**config.mk**
```make
export PLATFORM = sky130hd
export DESIGN_NAME = trapezoid_bank_seq_flat
export DESIGN_NICKNAME = d
export VERILOG_FILES = /design/src/rtl/trapezoid_bank_seq_if.sv /design/src/rtl/trapezoid_bank_seq.sv /design/src/flat_wrapper.sv
export SDC_FILE = /design/constraint.sdc
export NUM_CORES = 1
export LEC_CHECK = 0
export CORE_MARGIN = 3
export CORE_UTILIZATION = 26
export CTS_CLUSTER_SIZE = 14
export DETAILED_ROUTE_END_ITERATION = 8
export PLACE_DENSITY = 0.41
export SLEW_MARGIN = 20
export SYNTH_ARGS = -nofsm -noshare
export SYNTH_HDL_FRONTEND = slang
export SYNTH_SLANG_ARGS = --single-unit
```
**constraint.sdc**
```tcl
create_clock -name clk -period 5.3 [get_ports clk]
set_clock_uncertainty 0.05 [all_clocks]
set_input_delay 0.795 -clock clk [delete_from_list [all_inputs] [get_ports clk]]
set_output_delay 0.795 -clock clk [all_outputs]
set_load 0.01 [all_outputs]
```
**src/rtl/trapezoid_bank_seq_if.sv**
```systemverilog
// Request/result bundle between the input scaling stage, the trapezoid
// membership bank and the rule engine.
interface trapezoid_bank_seq_if #(
    parameter int DATA_W = 8,
    parameter int MU_W   = 16,
    parameter int N_MF   = 4
) ();
    logic                     start;
    logic [DATA_W-1:0]        x;
    logic [N_MF*DATA_W-1:0]   a_i;
    logic [N_MF*DATA_W-1:0]   b_i;
    logic [N_MF*DATA_W-1:0]   c_i;
    logic [N_MF*DATA_W-1:0]   d_i;
    logic                     busy;
    logic                     done;
    logic [N_MF*MU_W-1:0]     mu_o;
    logic [N_MF-1:0]          err_o;

    // Requester side: issues the crisp input and MF breakpoints.
    modport master (
        output start, x, a_i, b_i, c_i, d_i,
        input  busy, done, mu_o, err_o
    );

    // Evaluator side.
    modport slave (
        input  start, x, a_i, b_i, c_i, d_i,
        output busy, done, mu_o, err_o
    );
endinterface

```
**src/rtl/trapezoid_bank_seq.sv**
```systemverilog
// Sequential trapezoidal/triangular membership bank. One MF is classified
// per cycle; sloped MFs go through a single shared restoring divider that
// produces one quotient bit per cycle. The μ vector is published atomically.
module trapezoid_bank_seq #(
    parameter int DATA_W = 8,
    parameter int MU_W   = 16,
    parameter int N_MF   = 4
) (
    input  logic                 clk,
    input  logic                 rst,
    trapezoid_bank_seq_if.slave  bus
);
    localparam int IDX_W = (N_MF > 1) ? $clog2(N_MF) : 1;
    localparam int CNT_W = $clog2(MU_W);
    localparam int NUM_W = DATA_W + 1;
    localparam int REM_W = DATA_W + 2;
    localparam int Q_W   = MU_W - 1;

    localparam logic [MU_W-1:0]  MU_ONE   = {1'b0, {(MU_W-1){1'b1}}};
    localparam logic [IDX_W-1:0] IDX_LAST = IDX_W'(N_MF - 1);
    localparam logic [CNT_W-1:0] CNT_LAST = CNT_W'(MU_W - 2);

    typedef enum logic [1:0] {
        ST_IDLE,
        ST_CLASSIFY,
        ST_DIVIDE,
        ST_FINISH
    } state_t;

    state_t state_reg, state_next;

    // Unpacked views of the live breakpoint buses.
    logic signed [DATA_W-1:0] a_in [N_MF];
    logic signed [DATA_W-1:0] b_in [N_MF];
    logic signed [DATA_W-1:0] c_in [N_MF];
    logic signed [DATA_W-1:0] d_in [N_MF];

    // Snapshot of the request taken when start is accepted.
    logic signed [DATA_W-1:0] x_reg;
    logic signed [DATA_W-1:0] a_reg [N_MF];
    logic signed [DATA_W-1:0] b_reg [N_MF];
    logic signed [DATA_W-1:0] c_reg [N_MF];
    logic signed [DATA_W-1:0] d_reg [N_MF];

    // Working and published results.
    logic [MU_W-1:0]  mu_work_reg [N_MF];
    logic [N_MF-1:0]  err_work_reg;
    logic [MU_W-1:0]  mu_o_reg [N_MF];
    logic [N_MF-1:0]  err_o_reg;
    logic             busy_reg;
    logic             done_reg;
    logic [IDX_W-1:0] idx_reg;

    // Shared divider state.
    logic [REM_W-1:0] rem_reg;
    logic [NUM_W-1:0] den_reg;
    logic [Q_W-1:0]   quo_reg;
    logic [CNT_W-1:0] cnt_reg;

    // Classifier results for the MF at idx_reg.
    logic signed [DATA_W-1:0] a_sel, b_sel, c_sel, d_sel;
    logic [NUM_W-1:0] ext_x, ext_a, ext_b, ext_c, ext_d;
    logic             cls_err;
    logic             cls_div;
    logic [MU_W-1:0]  cls_mu;
    logic [NUM_W-1:0] num_calc;
    logic [NUM_W-1:0] den_calc;

    // Divider step results.
    logic [REM_W-1:0] rem_sh;
    logic [REM_W-1:0] den_ext;
    logic             rem_ge;
    logic [REM_W-1:0] rem_nx;
    logic [Q_W-1:0]   quo_nx;

    // FSM strobes to the datapath.
    logic load_req;
    logic cls_write;
    logic div_load;
    logic div_step;
    logic div_write;
    logic idx_inc;
    logic fin;

    logic last_mf;

    generate
        for (genvar gi = 0; gi < N_MF; gi++) begin : g_unpack
            assign a_in[gi] = bus.a_i[gi*DATA_W +: DATA_W];
            assign b_in[gi] = bus.b_i[gi*DATA_W +: DATA_W];
            assign c_in[gi] = bus.c_i[gi*DATA_W +: DATA_W];
            assign d_in[gi] = bus.d_i[gi*DATA_W +: DATA_W];
            assign bus.mu_o[gi*MU_W +: MU_W] = mu_o_reg[gi];
        end
    endgenerate

    assign bus.err_o = err_o_reg;
    assign bus.busy  = busy_reg;
    assign bus.done  = done_reg;

    assign a_sel   = a_reg[idx_reg];
    assign b_sel   = b_reg[idx_reg];
    assign c_sel   = c_reg[idx_reg];
    assign d_sel   = d_reg[idx_reg];
    assign last_mf = (idx_reg == IDX_LAST);

    // Region test for the current MF; first matching region wins.
    always_comb begin
        ext_x    = {x_reg[DATA_W-1], x_reg};
        ext_a    = {a_sel[DATA_W-1], a_sel};
        ext_b    = {b_sel[DATA_W-1], b_sel};
        ext_c    = {c_sel[DATA_W-1], c_sel};
        ext_d    = {d_sel[DATA_W-1], d_sel};
        cls_err  = 1'b0;
        cls_div  = 1'b0;
        cls_mu   = '0;
        num_calc = '0;
        den_calc = '0;
        if (!((a_sel <= b_sel) && (b_sel <= c_sel) && (c_sel <= d_sel))) begin
            cls_err = 1'b1;
        end else if ((x_reg <= a_sel) || (x_reg >= d_sel)) begin
            cls_mu = '0;
        end else if ((x_reg >= b_sel) && (x_reg <= c_sel)) begin
            cls_mu = MU_ONE;
        end else if (x_reg < b_sel) begin
            // Rising edge: differences are positive and fit DATA_W+1 bits.
            cls_div  = 1'b1;
            num_calc = ext_x - ext_a;
            den_calc = ext_b - ext_a;
        end else begin
            cls_div  = 1'b1;
            num_calc = ext_d - ext_x;
            den_calc = ext_d - ext_c;
        end
    end

    // One restoring-division step; num<den keeps rem below 2*den.
    always_comb begin
        rem_sh  = rem_reg << 1;
        den_ext = {1'b0, den_reg};
        rem_ge  = (rem_sh >= den_ext);
        rem_nx  = rem_ge ? (rem_sh - den_ext) : rem_sh;
        quo_nx  = (quo_reg << 1) | Q_W'(rem_ge);
    end

    // State register.
    always_ff @(posedge clk) begin
        if (rst) begin
            state_reg <= ST_IDLE;
        end else begin
            state_reg <= state_next;
        end
    end

    // Next-state logic and datapath strobes.
    always_comb begin
        state_next = state_reg;
        load_req   = 1'b0;
        cls_write  = 1'b0;
        div_load   = 1'b0;
        div_step   = 1'b0;
        div_write  = 1'b0;
        idx_inc    = 1'b0;
        fin        = 1'b0;
        unique case (state_reg)
            ST_IDLE: begin
                if (bus.start) begin
                    load_req   = 1'b1;
                    state_next = ST_CLASSIFY;
                end
            end
            ST_CLASSIFY: begin
                if (cls_div) begin
                    div_load   = 1'b1;
                    state_next = ST_DIVIDE;
                end else begin
                    cls_write = 1'b1;
                    if (last_mf) begin
                        state_next = ST_FINISH;
                    end else begin
                        idx_inc = 1'b1;
                    end
                end
            end
            ST_DIVIDE: begin
                div_step = 1'b1;
                if (cnt_reg == CNT_LAST) begin
                    div_write = 1'b1;
                    if (last_mf) begin
                        state_next = ST_FINISH;
                    end else begin
                        idx_inc    = 1'b1;
                        state_next = ST_CLASSIFY;
                    end
                end
            end
            ST_FINISH: begin
                fin        = 1'b1;
                state_next = ST_IDLE;
            end
            default: state_next = ST_IDLE;
        endcase
    end

    // Snapshot, working results, divider and published outputs.
    always_ff @(posedge clk) begin
        if (rst) begin
            x_reg        <= '0;
            err_work_reg <= '0;
            err_o_reg    <= '0;
            busy_reg     <= 1'b0;
            done_reg     <= 1'b0;
            idx_reg      <= '0;
            rem_reg      <= '0;
            den_reg      <= '0;
            quo_reg      <= '0;
            cnt_reg      <= '0;
            for (int k = 0; k < N_MF; k++) begin
                a_reg[k]       <= '0;
                b_reg[k]       <= '0;
                c_reg[k]       <= '0;
                d_reg[k]       <= '0;
                mu_work_reg[k] <= '0;
                mu_o_reg[k]    <= '0;
            end
        end else begin
            done_reg <= fin;
            if (load_req) begin
                x_reg        <= bus.x;
                err_work_reg <= '0;
                idx_reg      <= '0;
                busy_reg     <= 1'b1;
                for (int k = 0; k < N_MF; k++) begin
                    a_reg[k]       <= a_in[k];
                    b_reg[k]       <= b_in[k];
                    c_reg[k]       <= c_in[k];
                    d_reg[k]       <= d_in[k];
                    mu_work_reg[k] <= '0;
                end
            end
            if (cls_write) begin
                mu_work_reg[idx_reg]  <= cls_mu;
                err_work_reg[idx_reg] <= cls_err;
            end
            if (div_load) begin
                rem_reg <= {1'b0, num_calc};
                // Region tests already ensure den>0; guard against a zero divisor anyway.
                den_reg <= (den_calc == '0) ? NUM_W'(1) : den_calc;
                quo_reg <= '0;
                cnt_reg <= '0;
            end
            if (div_step) begin
                rem_reg <= rem_nx;
                quo_reg <= quo_nx;
                cnt_reg <= cnt_reg + CNT_W'(1);
            end
            if (div_write) begin
                mu_work_reg[idx_reg] <= {1'b0, quo_nx};
            end
            if (idx_inc) begin
                idx_reg <= idx_reg + IDX_W'(1);
            end
            if (fin) begin
                busy_reg  <= 1'b0;
                err_o_reg <= err_work_reg;
                for (int k = 0; k < N_MF; k++) begin
                    mu_o_reg[k] <= mu_work_reg[k];
                end
            end
        end
    end
endmodule

```
**src/flat_wrapper.sv**
```systemverilog
// flat-port wrapper written by rule: the top's interface ports become plain ports
module trapezoid_bank_seq_flat 
#(
    parameter int DATA_W = 8,
    parameter int MU_W   = 16,
    parameter int N_MF   = 4
)
  (clk, rst, bus_start, bus_x, bus_a_i, bus_b_i, bus_c_i, bus_d_i, bus_busy, bus_done, bus_mu_o, bus_err_o);
  trapezoid_bank_seq_if #(.DATA_W(DATA_W), .MU_W(MU_W), .N_MF(N_MF)) bus_i ();
  input  logic clk;
  input  logic rst;
  input wire logic [$bits(bus_i.start)-1:0] bus_start;
  input wire logic [$bits(bus_i.x)-1:0] bus_x;
  input wire logic [$bits(bus_i.a_i)-1:0] bus_a_i;
  input wire logic [$bits(bus_i.b_i)-1:0] bus_b_i;
  input wire logic [$bits(bus_i.c_i)-1:0] bus_c_i;
  input wire logic [$bits(bus_i.d_i)-1:0] bus_d_i;
  output wire logic [$bits(bus_i.busy)-1:0] bus_busy;
  output wire logic [$bits(bus_i.done)-1:0] bus_done;
  output wire logic [$bits(bus_i.mu_o)-1:0] bus_mu_o;
  output wire logic [$bits(bus_i.err_o)-1:0] bus_err_o;
  assign bus_i.start = bus_start;
  assign bus_i.x = bus_x;
  assign bus_i.a_i = bus_a_i;
  assign bus_i.b_i = bus_b_i;
  assign bus_i.c_i = bus_c_i;
  assign bus_i.d_i = bus_d_i;
  assign bus_busy = bus_i.busy;
  assign bus_done = bus_i.done;
  assign bus_mu_o = bus_i.mu_o;
  assign bus_err_o = bus_i.err_o;
  trapezoid_bank_seq #(.DATA_W(DATA_W), .MU_W(MU_W), .N_MF(N_MF)) u_core (.clk(clk), .rst(rst), .bus(bus_i));
endmodule
```
# ---- Yosys cells after proc, flatten, opt, wreduce, memory -nomap -nowiden
# Memory sizes are Yosys's and may differ from the RTL's. A register that Yosys moved wholly into a read port is not among the register bits.
# Cells that the tools add are included.
dict set report word_totals {
  register_bits 58
  mem_bits_rw 256
  inputBits 139
  wordCells 182
  mem_count 6
}
# memory depth width read_ports rd_ports_with_merged_regs write_ports line
set mem_list {}
lappend mem_list {u_core.mu_o_reg 4 16 4 0 4 trapezoid_bank_seq.sv:48} ;# logic [MU_W-1:0] mu_o_reg [N_MF];
lappend mem_list {u_core.mu_work_reg 4 16 4 0 4 trapezoid_bank_seq.sv:46} ;# logic [MU_W-1:0] mu_work_reg [N_MF];
lappend mem_list {u_core.a_reg 4 8 1 1 4 trapezoid_bank_seq.sv:40} ;# logic signed [DATA_W-1:0] a_reg [N_MF];
lappend mem_list {u_core.b_reg 4 8 1 1 4 trapezoid_bank_seq.sv:41} ;# logic signed [DATA_W-1:0] b_reg [N_MF];
lappend mem_list {u_core.c_reg 4 8 1 1 4 trapezoid_bank_seq.sv:42} ;# logic signed [DATA_W-1:0] c_reg [N_MF];
lappend mem_list {u_core.d_reg 4 8 1 1 4 trapezoid_bank_seq.sv:43} ;# logic signed [DATA_W-1:0] d_reg [N_MF];
dict set report op_classes {
  addsub 7
  order_cmp 11
  n_eq_ne 8
  muxes 101
  bitwise_logic 26
  reduce_logical 12
}
# operator count
set ops {}
lappend ops {{$mux W16} 12}
lappend ops {{$mux W8} 16}
lappend ops {{$mux W9} 12}
lappend ops {{$le A8 B8 Y1} 5}
lappend ops {{$sub A8 B8 Y9} 4}
lappend ops {{$mux W1} 33}
lappend ops {{$mux W2} 16}
lappend ops {{$mux W14} 2}
lappend ops {{$or A1 B1 Y1} 25}
lappend ops {{$mux W4} 5}
lappend ops {{$ge A8 B8 Y1} 2}
lappend ops {{$reduce_or A16 Y1} 1}
lappend ops {{$mux W15} 1}
lappend ops {{$or A15 B1 Y15} 1}
lappend ops {{$ge A10 B9 Y1} 1}
lappend ops {{$logic_not A9 Y1} 1}
lappend ops {{$sub A9 B9 Y9} 1}
lappend ops {{$lt A8 B8 Y1} 1}
lappend ops {{$pmux W2 S4} 1}
lappend ops {{$eq A2 B2 Y1 const B} 3}
lappend ops {{$add A4 B1 Y4 const B} 1}
lappend ops {{$bwmux W4} 1}
lappend ops {{$eq A4 B4 Y1 const B} 1}
lappend ops {{$logic_and A1 B1 Y1} 4}
lappend ops {{other kinds (14)} 15}

# ---- Logic depth before layout (Yosys ltp)
# Gate-level depths: netlist of run 1.
dict set report logic_depth {
  ltp_word 13
  mapped_depth 15
  ltp_nobuf 12
}

# ---- Worst setup path before layout of run 1
# No wires, ideal clock.
dict set report synth_path {
  kind {flip-flop to flip-flop}
  from {reg with a tool-made name}
  to {mem u_core.mu_work_reg[0][0] (enable)}
  t_arrival_ps 3969
  slack_ps 914
  stages_incl_launch_ff 14
  n_path_buf 4
  synth_period_minus_slack_ps 4386
  path_cell_list {dfxtp_1 > clkbuf_1 > buf_1 > mux4_2 > ha_1 > nor2b_4 > o31a_1 > o41a_1 > o22a_1 > a41oi_2 > buf_6 > o21ai_4 > buf_6 > nand2_1}
}
# item line
set synth_rtl {}
lappend synth_rtl {{end: declaration} trapezoid_bank_seq.sv:46}

==> results of run 1 <==
cell families (layout without fill, tap and decap cells):
logic type | Yosys count | in the layout | synth area share, %
AND/OR/NAND/NOR | 484 | 484 | 16.7
flip-flops | 308 | 308 | 55.6
AO/OA/AOI/OAI | 187 | 187 | 8.34
buffers and inverters | 123 | 349 | 3.43
adder cells (fa/ha/maj) | 80 | 80 | 6.67
multiplexers | 76 | 76 | 8.31
XOR/XNOR | 17 | 17 | 0.957
other | 1 | 4 | 0.0241
layer usage:
metal / track usage, % / share of wire [%] / up-vias
met5: 0 / 0 / -
met3: 2.45 / 4.6 / 50
met1: 16.8 / 44 / 4921
li1: - / - / 5003
met2: 23.2 / 50 / 235
met4: 3.58 / 1.9 / 0
cell usage after synthesis (8+ instances only):
cell / n / share of area [%]
nor2b_1: 26 / 1.0
ha_1: 75 / 6.0
nor3_1: 14 / 0.45
and2_1: 192 / 7.7
nand3_1: 21 / 0.68
inv_1: 60 / 1.4
o22ai_1: 8 / 0.32
mux4_2: 32 / 4.6
o211ai_1: 8 / 0.39
a211oi_1: 14 / 0.68
nand2_1: 66 / 1.6
clkbuf_1: 37 / 0.89
buf_1: 8 / 0.19
nand4_1: 11 / 0.44
a21o_1: 9 / 0.43
mux2i_4: 10 / 1.4
xnor2_1: 10 / 0.56
edfxtp_1: 248 / 48
dfxtp_1: 60 / 7.7
a21oi_1: 61 / 2.0
nor2_1: 107 / 2.6
o21a_1: 10 / 0.48
o21ai_0: 27 / 0.87
nand2b_1: 14 / 0.56
mux2i_1: 28 / 1.8
report_power, final:
| group | switching, mW | internal [mW] | leakage [nW] | total [mW] |
|---|---|---|---|---|
| Clock | 0.991 | 1.48 | 0.574 | 2.48 |
| Sequential | 0.155 | 3.05 | 3.15 | 3.21 |
| Combinational | 1.75 | 1.23 | 3.43 | 2.99 |
worst min-delay path: cells and delay by family (launching register included):
family,cells,cell delay [ns]
DFF,1,0.31
and+or+nand+nor,1,0.05
AOI/OAI and AO/OA,1,0.05
layout make-up:
class | instances | area [um2]
Sequential cell | 308 | 8650
Fill cell | 5921 | 39500
Timing Repair Buffer | 226 | 2230
Clock inverter | 18 | 184
Inverter | 60 | 228
Tap cell | 773 | 967
Clock buffer | 45 | 997
Multi-Input combinational cell | 848 | 6400
how the worst max path moves through the flow:
stage | end | cells past startpoint | from
2_1_floorplan | u_core.mu_work_reg[0][0] | 13 | flop
3_3_place_gp | u_core.mu_work_reg[0][5] | 12 | flop
3_5_place_dp | u_core.mu_work_reg[0][5] | 11 | flop
4_1_cts | u_core.mu_work_reg[0][2] | 11 | flop
5_1_grt | u_core.mu_work_reg[3][12] | 12 | flop
6_report | u_core.mu_work_reg[0][2] | 11 | flop
metrics by stage:
step | instance area, um2 | setup slack, ns | std cells | utilization (%) | total power, mW
2_1_floorplan | 15600 | 0.914 | 1279 | - | 5.26
3_3_place_gp | 18500 | 0.979 | 2215 | 31.2 | 6.27
3_5_place_dp | 18500 | 0.849 | 2215 | 31.2 | 6.27
4_1_cts | 19700 | 0.827 | 2278 | 33.2 | 8.80
5_1_grt | 19700 | 0.568 | 2278 | 33.2 | 9.23
6_report | 19700 | 0.888 | 2278 | 33.2 | 8.67
==> flow_summary.yaml, run 1 <==
run_status:
  status: "completed"
sta:
  setup_viol: 0
  clock.fmax_mhz: 227
  slew_violations: 0
  rsz0062_at_grt: "false"
  hold_slack_ns: 0.405
  tightestPinTransition_ns: 0.954
  period_needed_ns: 4.41
  fin_crit_sh_pct: 83.2
  max_slew_margin_pct: 35.8
  fin_setup_tns_ns: 0
  hold_viol: 0
drt:
  wl_per_cell_um: 18.3
  vias_per_cell: 4.48
  drt_pre_antenna_iters: 7
  detail-route-antenna-nets: 0
  drc: 0
  drtIter0Drc: 535
  drt_wl_total_mm: 41.7
  num_vias: 10200
setup_path:
  cp_cell_sequence: "buf_4, mux4_2, ha_1, nand4_1, o21bai_1, o211ai_1, and3b_1, a41oi_2, buf_4, o21ai_4, nand2_1"
  end_kind: "flop"
  worst-setup-path-type: "flop to flop"
  reg2reg_slack_ns: 0.89
  r2r.worst_path.cells: 11
  crit_buf_inv: 2
  timing.rr.end: "u_core.mu_work_reg[0][2]"
  required_ns: 5.39
  cp_max_fo: 24
  cp-start-kind: "flop"
  path_delay_family: "compound AO/OA/AOI/OAI gates"
  crit_slowest_cell: "dfxtp_2"
  critPathMaxStageDelay_ns: 0.78
  cp.arrival_ns: 4.50
  path_common_cell: "buf_4"
run:
  cap_violations: 0
logic_synthesis:
  syn_inst: 1276
  async_flop_share_pct: 0
  netlist_area_mm2: 0.0156
  ys_seq_area_share_pct: 55.6
  ys_ff_latch: 308
  synth_area_per_cell_um2: 12.2
  synth_edf_count: 248
  yosysWarnings: 0
  synthDistinctLibCells: 76
  ys.flop_type: "edfxtp_1"
power:
  vdd_drop_max_v: 0.000199
  power_leakage_nw: 7.15
  pwr_density_cell_mw_per_mm2: 441
cells_and_area:
  final_cell_mix: "edfxtp_1 (248), clkdlybuf4s50_1 (203), and2_1 (192)"
  layout-drive-gt1-share_pct: 9.90
  final_common_cell: "edfxtp_1"
  antennaDiodeCount: 0
  nets: 1700
  area_growth_pct: 26.3
clocking:
  clockRootBuffer: "clkbuf_16"
  clockBufferDepth: 3
  clkTransAtPathRegs_ns: 0.06
  ctsHoldBuffers: 0
  cts_buffers: 37
  cts_resized: 0
  htreeDepth: 2
  tritoncts: "done"
  postCtsSetupRepairBufs: 0
  clock-sinks: 308
  clk_latency_ns: 0.54
global_route:
  antenna_found_initial: 0
  grt_overflow: 0
  grt_use_total_pct: 13.3
  grt_pass1_wl_mm: 64.6
  grt_pass1_vias: 10900
  grt_max_degree: 129
min_path:
  min_path_type: "flop to flop"
  hold_end: "u_core.den_reg[8]"
  whs_path_depth: 2
  hp-start: "u_core.den_reg[8]"
floorplanning:
  row_count: 89
  chipWidth_um: 251
  core_area_mm2: 0.0591
  die-height_um: 251
  floorplan.initialDensity_pct: 26.3
  ios: 209
  dieArea_mm2: 0.0628
place:
  portBuffers: 204
  gp_congestion: 0.835
  dp_hpwl_mm: 31.4
(Power assumes the default switching activity.)
==> run 2: changes to the inputs <==
Clock period 5.3 ns to 4.31 ns, I/O delays scaled along.
==> run 2 against run 1 <==
- sequential power grew 23%
- register-to-register slack got worse by 0.58 ns
- die area unchanged
- sequential cell count is the same
- worst hold slack improved by 0.0034 ns
- count of clock-buffer cells in the layout is 7 higher
==> flow_summary.yaml, run 2 (synthesis gave the netlist of run 1 again) <==
run_status:
  status: "completed"
global_route:
  grt_use_total_pct: 13.1
  antenna_found_initial: 1
  grt_max_degree: 129
  grt_pass1_vias: 10700
  grt_overflow: 0
  grt_pass1_wl_mm: 63.5
place:
  gp_congestion: 0.869
  portBuffers: 204
  dp_hpwl_mm: 31.0
drt:
  vias_per_cell: 4.45
  drt_pre_antenna_iters: 4
  num_vias: 10200
  detail-route-antenna-nets: 0
  drc: 0
  wl_per_cell_um: 18.0
  drt_wl_total_mm: 41.3
  drtIter0Drc: 509
clocking:
  cts_buffers: 37
  cts_resized: 0
  clockBufferDepth: 3
  ctsHoldBuffers: 0
  tritoncts: "done"
  clkTransAtPathRegs_ns: 0.06
  htreeDepth: 2
  clk_latency_ns: 0.54
  postCtsSetupRepairBufs: 0
  clockRootBuffer: "clkbuf_16"
  clock-sinks: 308
sta:
  rsz0062_at_grt: "false"
  fin_setup_tns_ns: 0
  tightestPinTransition_ns: 0.953
  setup_viol: 0
  period_needed_ns: 4.00
  slew_violations: 0
  max_slew_margin_pct: 36.5
  fin_crit_sh_pct: 92.8
  hold_viol: 0
  clock.fmax_mhz: 250
floorplanning:
  floorplan.initialDensity_pct: 26.3
  core_area_mm2: 0.0591
  ios: 209
  chipWidth_um: 251
  dieArea_mm2: 0.0628
  die-height_um: 251
  row_count: 89
setup_path:
  crit_buf_inv: 3
  path_delay_family: "compound AO/OA/AOI/OAI gates"
  cp.arrival_ns: 4.37
  crit_slowest_cell: "mux4_2"
  cp_max_fo: 32
  worst-setup-path-type: "flop to flop"
  cp_cell_sequence: "buf_12, mux4_2, inv_1, ha_1, a21o_1, a2111oi_0, a211oi_1, a21oi_2, a41oi_2, buf_4, o21ai_1, mux2_2"
  required_ns: 4.68
  critPathMaxStageDelay_ns: 0.53
  end_kind: "flop"
  cp-start-kind: "flop"
power:
  power_leakage_nw: 7.22
  pwr_density_cell_mw_per_mm2: 546
  vdd_drop_max_v: 0.000231
run:
  cap_violations: 0
cells_and_area:
  final_common_cell: "edfxtp_1"
  area_growth_pct: 27.2
  nets: 1711
  final_cell_mix: "edfxtp_1 (248), clkdlybuf4s50_1 (203), and2_1 (192)"
  final_util_pct: 33.5
  antennaDiodeCount: 0
  layout-drive-gt1-share_pct: 10.5
min_path:
  min_path_type: "flop to flop"
==> run 2: changes by cell type in the layout (fill, tap and decap cells not counted), moves of 2 or more <==
cell	before	now
buf_4	20	29
clkbuf_1	5	13
clkinv_1	3	0
buf_12	2	4
inv_6	0	2
==> run 2: layout make-up <==
cell class / count / area, um2
clock buffer: 52 / 1000
clock inverter: 16 / 211
fill: 5835 / 39300
inverter: 60 / 228
multi-input combinational: 848 / 6400
sequential: 308 / 8650
tap: 773 / 967
timing repair buffer: 237 / 2330
==> run 2: per-layer routing <==
layer  GRT usage, %  part of all wire, %
met2           22.8                   49
met3           2.47                  4.2
met4           4.75                  3.1
met5              0                0.022
met1           16.2                   44
==> run 2: final timing paths <==
check / depth (start not counted) / slack (ns) / to / startpoint
max: 12 / 0.31 / flop / flop
min: 2 / 0.41 / u_core.den_reg[2] / u_core.den_reg[2]
max reg2reg: 12 / 0.31 / flop / flop
min reg2reg: 2 / 0.41 / u_core.den_reg[2] / u_core.den_reg[2]
==> run 2: power breakdown <==
| part | internal, mW | switching [mW] |
|---|---|---|
| Sequential | 3.75 | 0.188 |
| Combinational | 1.56 | 2.19 |
| Clock | 1.88 | 1.23 |
==> run 2: tightest hold or removal path, stage by stage, from the launching register on <==
cell     delay [ns]
dfxtp_1        0.31
nand2_1        0.05
a21oi_1        0.05
==> run 2: metrics by stage <==
step | std cells | total power, mW | setup slack [ns] | hold slack, ns | area (um2)
after floorplan | 1279 | 6.46 | 0.0835 | 0.382 | 15600
after global placement | 2226 | 7.79 | 0.314 | 0.397 | 18600
after detailed placement | 2226 | 7.77 | 0.307 | 0.398 | 18600
after CTS | 2294 | 11.0 | 0.290 | 0.406 | 19800
after global routing | 2294 | 11.5 | 0.0607 | 0.439 | 19800
final | 2294 | 10.8 | 0.311 | 0.409 | 19800
==> run 3: changes to the inputs <==
Settings changed: SLEW_MARGIN 20 to 40.
==> run 3 against run 2 <==
- sequential cell count is the same
- power up 0.48%
- final cell count unchanged
- critical path depth is the same
- worst hold slack worse by 0.0030 ns
- count of clock-buffer cells in the layout up 3
==> flow_summary.yaml, run 3 (synthesis gave the netlist of run 1 again) <==
drt:
  wl_per_cell_um: 18.0
  drc: 0
  drt_wl_total_mm: 41.4
  drt_pre_antenna_iters: 5
  vias_per_cell: 4.44
  num_vias: 10200
  detail-route-antenna-nets: 0
  drtIter0Drc: 500
sta:
  tightestPinTransition_ns: 0.787
  fin_setup_tns_ns: 0
  fin_crit_sh_pct: 93.3
  clock.fmax_mhz: 249
  rsz0062_at_grt: "false"
  setup_viol: 0
  max_slew_margin_pct: 47.5
  hold_viol: 0
  hold_slack_ns: 0.406
  period_needed_ns: 4.02
  slew_violations: 0
place:
  dp_hpwl_mm: 31.1
  portBuffers: 204
  place_area_mm2: 0.0186
  gp_congestion: 0.869
global_route:
  antenna_found_initial: 1
  grt_use_total_pct: 13.2
  grt_pass1_vias: 10800
  grt_overflow: 0
  grt_max_degree: 129
  grt_pass1_wl_mm: 64.2
clocking:
  clockBufferDepth: 3
  clk_latency_ns: 0.54
  clockRootBuffer: "clkbuf_16"
  clock-sinks: 308
  tritoncts: "done"
  postCtsSetupRepairBufs: 0
  htreeDepth: 2
  cts_buffers: 38
  ctsHoldBuffers: 0
  clkTransAtPathRegs_ns: 0.06
  cts_resized: 0
cells_and_area:
  final_cell_mix: "edfxtp_1 (248), clkdlybuf4s50_1 (203), and2_1 (192)"
  nFillCells: 5862
  area_growth_pct: 27.4
  layout-drive-gt1-share_pct: 10.5
  final_common_cell: "edfxtp_1"
  fin_area_mm2: 0.0198
  nets: 1712
  antennaDiodeCount: 0
setup_path:
  crit_slowest_cell: "mux4_2"
  r2r.worst_path.cells: 12
  critical_path_depth: 12
  cp.arrival_ns: 4.38
  cp-start-kind: "flop"
  path_delay_family: "compound AO/OA/AOI/OAI gates"
  worst-setup-path-type: "flop to flop"
  crit_buf_inv: 3
  required_ns: 4.67
  end_kind: "flop"
  cp_cell_sequence: "buf_12, mux4_2, inv_1, ha_1, a21o_1, a2111oi_0, a211oi_1, a21oi_2, a41oi_2, buf_4, o21ai_1, mux2_2"
  cp_max_fo: 32
  critPathMaxStageDelay_ns: 0.54
floorplanning:
  ios: 209
  row_count: 89
  core_area_mm2: 0.0591
  die-height_um: 251
  dieArea_mm2: 0.0628
  floorplan.initialDensity_pct: 26.3
  chipWidth_um: 251
power:
  vdd_drop_max_v: 0.000221
  power_leakage_nw: 7.23
  pwr_density_cell_mw_per_mm2: 547
min_path:
  whs_path_depth: 2
  min_path_type: "flop to flop"
run_status:
  status: "completed"
run:
  cap_violations: 0
run 3: cell types whose count changed in the layout (fill, tap and decap cells not counted), sizes merged:
cell,change
clkbuf,+3
clkinv,-3
clkinvlp,+2
inv,-2
run 3: final timing paths:
| check | startpoint | end | slack (ns) |
|---|---|---|---|
| max reg2reg | flop | flop | 0.29 |
| min reg2reg | u_core.den_reg[2] | u_core.den_reg[2] | 0.41 |
| min | u_core.den_reg[2] | u_core.den_reg[2] | 0.41 |
| max | flop | flop | 0.29 |
run 3: routing by layer:
| layer | global-route usage [%] | vias to the layer above | wire length, um |
|---|---|---|---|
| met5 | 0 | - | 9 |
| met1 | 16.5 | 4847 | 17900 |
| li1 | - | 5035 | - |
| met2 | 22.8 | 245 | 20400 |
| met4 | 4.90 | 2 | 1310 |
| met3 | 2.50 | 67 | 1820 |
run 3: stage by stage:
step	setup slack, ns	power, mW	util [%]	std cells
floorplan	0.0835	6.46	-	1279
finish	0.289	10.9	33.5	2294
global route	0.0142	11.6	33.5	2294
global placement	0.314	7.79	31.4	2226
CTS	0.279	11.0	33.5	2294
detailed placement	0.291	7.78	31.4	2226
run 3: final cells by class:
class / count / area, um2 / share of cell area [%]
Clock buffer: 55 / 1070 / 5.38
Clock inverter: 13 / 178 / 0.896
Inverter: 60 / 228 / 1.15
Multi-Input combinational cell: 848 / 6400 / 32.3
Sequential cell: 308 / 8650 / 43.6
Tap cell: 773 / 967 / 4.88
Timing Repair Buffer: 237 / 2340 / 11.8
run 3: power by group:
| part | internal, mW | total [mW] | switching [mW] |
|---|---|---|---|
| Clock | 1.96 | 3.17 | 1.21 |
| Combinational | 1.56 | 3.74 | 2.18 |
| Sequential | 3.75 | 3.94 | 0.187 |
| Total | 7.27 | 10.9 | 3.58 |
run 3: worst min-delay path, delay by kind of cell (launching register included):
family | cells | cell delay [ns]
simple gates | 1 | 0.05
flops | 1 | 0.31
compound gates | 1 | 0.05
